[src/rtl/rx_array_loader.sv]
// UART (8N1) receiver that assembles NU*WIDTH-bit initial-condition arrays for the solver.
// Optional trailing XOR checksum byte is enabled with `define RX_CHECKSUM_EN.
module rx_array_loader #(
  parameter int NU           = 10,
  parameter int WIDTH        = 32,
  parameter int CLKS_PER_BIT = 347,
  parameter int TIMEOUT_BITS = 20
) (
  input  logic                  clk40mhz,
  input  logic                  reset,
  input  logic                  RX,
  output logic [NU*WIDTH-1:0]   u_Load,
  output logic                  load_valid,
  output logic                  busy,
  output logic                  frame_err
);

  localparam int NBYTES = NU * WIDTH / 8;
`ifdef RX_CHECKSUM_EN
  localparam int FRAME_BYTES = NBYTES + 1;
`else
  localparam int FRAME_BYTES = NBYTES;
`endif
  localparam int BCW       = $clog2(FRAME_BYTES + 1);
  localparam int CW        = $clog2(CLKS_PER_BIT + 1);
  localparam int TO_CYCLES = TIMEOUT_BITS * CLKS_PER_BIT;
  localparam int TW        = $clog2(TO_CYCLES + 1);

  localparam logic [CW-1:0] HALF = CW'(CLKS_PER_BIT / 2);
  localparam logic [CW-1:0] FULL = CW'(CLKS_PER_BIT);

  localparam logic [1:0] S_IDLE  = 2'd0;
  localparam logic [1:0] S_START = 2'd1;
  localparam logic [1:0] S_DATA  = 2'd2;
  localparam logic [1:0] S_STOP  = 2'd3;

  logic                 rx_meta, rx_sync, rx_prev;
  logic [1:0]           sync_vld;
  logic                 armed;
  logic [1:0]           state;
  logic [CW-1:0]        cnt;
  logic [2:0]           bit_idx;
  logic [7:0]           shift;
  logic [BCW-1:0]       byte_cnt;
  logic [NU*WIDTH-1:0]  shadow;
  logic [NU*WIDTH-1:0]  shadow_next;
  logic [TW-1:0]        to_cnt;
  logic                 fall;
  logic                 tick;
  logic                 last_byte;
  logic                 to_hit;
`ifdef RX_CHECKSUM_EN
  logic [7:0]           chk;
`endif

  // Edges are only trusted once the line has been seen high after reset.
  assign fall      = armed && rx_prev && !rx_sync;
  assign tick      = (cnt == CW'(1));
  assign last_byte = (byte_cnt == BCW'(FRAME_BYTES - 1));
  assign to_hit    = busy && (state == S_IDLE) && (to_cnt == TW'(TO_CYCLES - 1));

  always_comb begin
    shadow_next = shadow;
    if (int'(byte_cnt) < NBYTES) begin
      shadow_next[int'(byte_cnt)*8 +: 8] = shift;
    end else begin
      shadow_next = shadow;
    end
  end

  always_ff @(posedge clk40mhz) begin
    if (reset) begin
      rx_meta    <= 1'b1;
      rx_sync    <= 1'b1;
      rx_prev    <= 1'b1;
      sync_vld   <= 2'b00;
      armed      <= 1'b0;
      state      <= S_IDLE;
      cnt        <= '0;
      bit_idx    <= 3'd0;
      shift      <= 8'h00;
      byte_cnt   <= '0;
      shadow     <= '0;
      u_Load     <= '0;
      load_valid <= 1'b0;
      busy       <= 1'b0;
      frame_err  <= 1'b0;
`ifdef RX_CHECKSUM_EN
      chk        <= 8'h00;
`endif
    end else begin
      rx_meta    <= RX;
      rx_sync    <= rx_meta;
      rx_prev    <= rx_sync;
      sync_vld   <= {sync_vld[0], 1'b1};
      if (sync_vld[1] && rx_sync) begin
        armed <= 1'b1;
      end else begin
        armed <= armed;
      end
      load_valid <= 1'b0;
      frame_err  <= 1'b0;
      case (state)
        S_IDLE: begin
          if (fall) begin
            state <= S_START;
            cnt   <= HALF;
          end else if (to_hit) begin
            byte_cnt <= '0;
            busy     <= 1'b0;
          end else begin
            state <= S_IDLE;
          end
        end
        S_START: begin
          if (!tick) begin
            cnt <= cnt - CW'(1);
          end else if (!rx_sync) begin
            state   <= S_DATA;
            cnt     <= FULL;
            bit_idx <= 3'd0;
          end else begin
            state <= S_IDLE;
          end
        end
        S_DATA: begin
          if (tick) begin
            shift   <= {rx_sync, shift[7:1]};
            cnt     <= FULL;
            bit_idx <= bit_idx + 3'd1;
            if (bit_idx == 3'd7) begin
              state <= S_STOP;
            end else begin
              state <= S_DATA;
            end
          end else begin
            cnt <= cnt - CW'(1);
          end
        end
        S_STOP: begin
          if (!tick) begin
            cnt <= cnt - CW'(1);
          end else if (!rx_sync) begin
            // Bad stop bit throws away the whole frame, not just this byte.
            state     <= S_IDLE;
            frame_err <= 1'b1;
            byte_cnt  <= '0;
            busy      <= 1'b0;
          end else if (last_byte) begin
            state    <= S_IDLE;
            byte_cnt <= '0;
            busy     <= 1'b0;
`ifdef RX_CHECKSUM_EN
            if (shift == chk) begin
              u_Load     <= shadow;
              load_valid <= 1'b1;
            end else begin
              frame_err  <= 1'b1;
            end
`else
            u_Load     <= shadow_next;
            load_valid <= 1'b1;
`endif
          end else begin
            state    <= S_IDLE;
            byte_cnt <= byte_cnt + BCW'(1);
            busy     <= 1'b1;
            shadow   <= shadow_next;
`ifdef RX_CHECKSUM_EN
            if (byte_cnt == '0) begin
              chk <= shift;
            end else begin
              chk <= chk ^ shift;
            end
`endif
          end
        end
        default: begin
          state <= S_IDLE;
        end
      endcase
    end
  end

  // Idle-time watchdog for partially received frames.
  always_ff @(posedge clk40mhz) begin
    if (reset) begin
      to_cnt <= '0;
    end else if (!busy || state != S_IDLE || fall || to_hit) begin
      to_cnt <= '0;
    end else begin
      to_cnt <= to_cnt + TW'(1);
    end
  end

endmodule

[config.mk]
export PLATFORM = sky130hd
export DESIGN_NAME = rx_array_loader
export DESIGN_NICKNAME = d
export VERILOG_FILES = /design/src/rtl/rx_array_loader.sv
export SDC_FILE = /design/constraint.sdc
export NUM_CORES = 1
export LEC_CHECK = 0
export CORE_ASPECT_RATIO = 0.8
export CORE_UTILIZATION = 30
export DETAILED_ROUTE_END_ITERATION = 6
export PLACE_DENSITY_LB_ADDON = 0.3
export SYNTH_ARGS = -nofsm -noshare
export SYNTH_HDL_FRONTEND = slang
export SYNTH_SLANG_ARGS = --single-unit
[constraint.sdc]
create_clock -name clk40mhz -period 4 [get_ports clk40mhz]
set_input_delay 0.8 -clock clk40mhz [delete_from_list [all_inputs] [get_ports clk40mhz]]
set_output_delay 0.8 -clock clk40mhz [all_outputs]
set_load 0.02 [all_outputs]
**Word level (Yosys, flattened, before mapping)**

Index checks and enable logic that the tools add are counted.

- Add/sub/neg operators: 5
- Multiply operators: 0
- Divide/modulo/power cells: 0
- Order comparisons: 1
- Equal/unequal tests: 17
- Shifts and indexed selects: 2
- Mux-type cells: 35
- Bitwise operators: 4
- Reduce and logical (&&, ||, !) cells: 24

Operator list:

| kind | number |
|---|---|
| 320-bit bitwise mux | 1 |
| 320-bit two-way mux | 1 |
| 8-bit by 33-bit variable shift with 320-bit output, first input constant | 1 |
| 8-bit by 33-bit indexed part select with 320-bit output | 1 |
| 9-bit two-way mux | 5 |
| 9-bit one-hot mux with 4 select lines | 1 |
| 9-bit negator with 33-bit output | 1 |
| 6-bit two-way mux | 5 |
| 4-bit AND reduction | 5 |
| 2-bit != test, second input constant | 8 |
| 13-bit by 1-bit adder with 13-bit output, second input constant | 1 |
| 13-bit equality test, second input constant | 1 |
| 2-bit two-way mux | 6 |
| 6-bit one-hot mux with 2 select lines | 1 |
| 9-bit by 1-bit equality test with 1-bit output, second input constant | 1 |
| 1-bit two-way mux | 9 |
| 3-bit two-way mux | 3 |
| 9-bit by 1-bit subtractor with 9-bit output, second input constant | 1 |
| 2-bit one-hot mux with 4 select lines | 1 |
| 6-bit by 1-bit adder with 6-bit output, second input constant | 1 |
| 6-bit equality test, second input constant | 1 |
| 6-bit < comparator, second input constant | 1 |
| 3-bit != test, second input constant | 2 |
| 3-bit one-hot mux with 2 select lines | 1 |
| 16 further kinds | 29 |

- Register bits: 690
- Latch bits: 0
- Memory bits (writable): 0
- Bits in read-only memories: 0
- Input port bits: 3
- Output and inout port bits: 323
- Logic and storage cells: 105
- Memories kept: 0

**Depth between registers and ports, before layout**

- Depth after elaboration: 6
- Gate-level depth with buffers: 13
- Mapped depth without buffers: 8

**Worst setup path after synthesis**

No wires, ideal clock.

- Kind: register to register
- Start: register byte_cnt[2]
- End: register shadow[260]
- Data arrival time: 2.901 ns
- Path slack: 1.030 ns
- Stages on the path, launching flop included: 13
- Buffers on the path: 4
- Period minus slack after synthesis: 2.970 ns
- Cell sequence: dfxtp_1 buf_6 buf_6 or3_1 nor3_1 ha_1 nand3b_1 mux2_4 buf_6 or4_4 buf_6 or3_4 o21ai_1

- Cells in the longest elaborated chain, start to end: 4
- Elaborated cells between the ends (all ways): 9

RTL lines:

| what | line | text |
|---|---|---|
| start: declaration | 44 | `logic [BCW-1:0] byte_cnt;` |
| start signal: assignment | 166 | `byte_cnt <= byte_cnt + BCW'(1);` |
| 9-bit negator with 33-bit output | 65 | `shadow_next[int'(byte_cnt)*8 +: 8] = shift;` |
| 8-bit by 33-bit indexed part select with 320-bit output / 8-bit by 33-bit variable shift with 320-bit output (equally long branches) | 65 |  |
| 320-bit bitwise mux | 65 |  |
| 320-bit two-way mux | 64 | `if (int'(byte_cnt) < NBYTES) begin` |
| end signal: assignment | 168 | `shadow <= shadow_next;` |
| end: declaration | 45 | `logic [NU*WIDTH-1:0] shadow;` |

Parallel ways exist; a longest one is shown, timed or not.
A chain may end at the register's enable or synchronous reset.

**Final worst setup path**

- Start: register byte_cnt[1]
- End: register shadow[193]

The elaborated chain is that of the path after synthesis.

==> results.py <==
metrics = {
    "final_layout": {
        "area_delta_synth_final_pct": 25.48,
        "post_route_cells_drive_above_1_share_pct": 8.965,
        "finalInstanceArea_um2": 36280,
        "layout.nets": 3572,
        "final_cells": 4902,
    },
    "synthesis": {
        "yosysMostFrequentCell": "dfxtp_1",
        "synth_area_um2": 28920,
        "ys_types": 93,
        "synth_top_area_share_pct": 47.77,
        "ys.warnings.count": 0,
        "synthTopCellsByArea": "dfxtp_1, mux2i_1, nand2_1, a21oi_1, nor2_1",
        "synthesis.nets": 3325,
        "syn_inst": 3309,
        "synth-seq-cells": 690,
        "synth_ff_type": "dfxtp_1",
        "synth_edf_count": 0,
        "async_flop_share_pct": 0,
        "synth.largest_area_cell": "dfxtp_1",
        "synth_common_cells": "dfxtp_1, nand2_1, nor2_1",
        "synth_area_per_cell_um2": 8.738,
        "ys_seq_area_share_pct": 47.77,
    },
    "cts": {
        "cts_tree": "yes",
        "root_buffer": "clkbuf_16",
        "cts_max_path_buffers": 3,
        "h-tree-depth": 3,
        "cts_made_buffers": 75,
        "worst_skew_pair.late_latency_ns": 0.65,
        "ctsResizeCount": 0,
        "clkTransAtPathRegs_ns": 0.06,
        "hold_buffers": 0,
        "cts.sinks": 690,
        "post-cts-setup-buffers": 0,
    },
    "die": {
        "pin_count": 326,
        "rows": 101,
        "initial_utilization_pct": 30.39,
        "core_um2": 95160,
        "die_w_um": 349.1,
        "fp.dieH_um": 279.7,
        "die_area_um2": 97640,
    },
    "setup_path": {
        "crit_family": "simple AND/OR/NAND/NOR gates",
        "path_cells": "inv_1 -> ha_1 -> xor2_4 -> nand2_1 -> or4_1 -> or3_4 -> o21ai_1",
        "crit_buf_inv": 1,
        "crit_arrival_ns": 4.30,
        "crit_fanout": 18,
        "cp_slowest_cell": "or4_1",
        "max_stage_delay_ns": 0.83,
        "critical_path_required_ns": 4.57,
        "worstSetupPathType": "reg2reg",
        "critPathLaunchType": "register",
        "cp-end-kind": "register",
    },
    "routing": {
        "detail-route-antenna-nets": 0,
        "vias_per_cell": 5.195,
        "vias": 25465,
        "first_pass_iters": 6,
        "drc": 0,
        "drtIter0Drc": 2464,
        "routed_wirelength_um": 105000,
        "wl_per_cell_um": 21.42,
    },
    "global_routing": {
        "overflow": 0,
        "grt_max_degree": 200,
        "gr-usage-all-layers_pct": 20.74,
        "antenna_found_initial": 3,
        "grt_pass1_vias": 23453,
        "grt_pass1_wl_um": 155100,
    },
    "timing": {
        "min_period_ns": 3.727,
        "rsz0062_at_grt": "false",
        "whs_ns": 0.4470,
        "hold_violations": 0,
        "period_share_pct": 93.18,
        "fin_setup_tns_ns": 0,
        "tightest_slew_ns": 1.198,
        "fin_skew_ns": 0.02835,
        "final_max_slew_viol_count": 0,
        "finalSetupViolCount": 0,
        "max_slew_margin_pct": 19.98,
        "max_freq_ghz": 0.2683,
    },
    "job": {
        "drv_cap": 0,
    },
    "min_path": {
        "min_path_type": "reg2reg",
    },
    "pwr": {
        "ir_drop_mv": 0.2970,
        "p_total_w": 0.01456,
        "p_leak_nw": 12.27,
        "cellPowerDensity_nw_per_um2": 401.2,
    },
    "place": {
        "portBuffers": 325,
        "dpl.cell_count": 4766,
        "routabilityCongestion": 0.8788,
        "placed_cell_area_um2": 33650,
        "dp_hpwl_um": 72640,
    },
    "outcome": {
        "status": "complete, no violations",
    },
}
## worst reg2reg max path: stages, from the launching register on
cell	delay, ns
dfxtp_1	0.61
inv_1	0.09
ha_1	0.42
xor2_4	0.53
nand2_1	0.62
or4_1	0.83
or3_4	0.43
o21ai_1	0.13
## report_power, final
group | internal (W) | switching [W] | total (W)
clock network | 0.00441 | 0.00306 | 0.00748
logic | 0.0000342 | 0.000157 | 0.000191
registers | 0.00688 | 0.00000981 | 0.00689
total | 0.0113 | 0.00323 | 0.0146
## cells in the final DEF, fill, tap and decap left out, drive strengths merged, types with 48 or more instances in the layout
| master | count |
|---|---|
| dfxtp | 690 |
| nand2 | 504 |
| nor2 | 354 |
| clkdlybuf4s50 | 324 |
| a21oi | 285 |
| mux2i | 247 |
| a211oi | 157 |
| o21ai | 136 |
| nor3 | 118 |
| buf | 116 |
| clkbuf | 100 |
| nand3 | 99 |
| nand4 | 48 |
## metrics by stage
stage          util [%]  setup slack, ns
2_1_floorplan         -            1.030
3_3_place_gp      35.36           0.4205
3_5_place_dp      35.36           0.3620
4_1_cts           38.13           0.3456
5_1_grt           38.13          0.05802
6_report          38.13           0.2728
## cell families (layout without fill, tap and decap cells)
logic type	Yosys count	count (layout)	share of synthesized area (%)
compound gates	736	736	16.12
xor+xnor	15	15	0.5842
fa+ha+maj	13	13	0.5625
buf+inv	286	591	4.318
flops	690	690	47.77
mux	249	249	8.654
other cells	0	1	0
simple gates	1320	1320	21.99
## state kept, by name, indices dropped and copies added, names as in the netlist, named ones only
register and flops:
rx_prev 1, cnt 9, state 1, busy 1
sync_vld 2, rx_meta 1, armed 1, shadow 320
frame_err 1, load_valid 1, u_Load 320, bit_idx 3
rx_sync 1, byte_cnt 6, shift 8, to_cnt 13
## path summary, 6_finish.rpt
kind,cells past startpoint,slack [ns],startpoint,endpoint
worst max-delay path,7,0.27,byte_cnt[1],shadow[193]
worst min register to register,1,0.45,sync_vld[0],sync_vld[1]
worst max register to register,7,0.27,byte_cnt[1],shadow[193]
worst min-delay path,1,0.45,sync_vld[0],sync_vld[1]
## layer usage
metal	GRT usage [%]	vias up	wire length (um)
met5	0	-	13
met4	5.286	2	2287
met3	4.150	146	6900
met2	30.52	786	45210
met1	30.54	12327	50560
li1	-	12204	-
## cell type report
class                      instances  area, um^2
antenna                            1       2.502
clock buffer                     100        2081
clock inverter                    35       553.0
fill                            9627       58880
inverter                          16       62.56
multi-input combinational       2333       13940
sequential                       690       13810
tap                             1287        1610
timing repair buffer             440        4222
(Power assumes the default switching activity.)
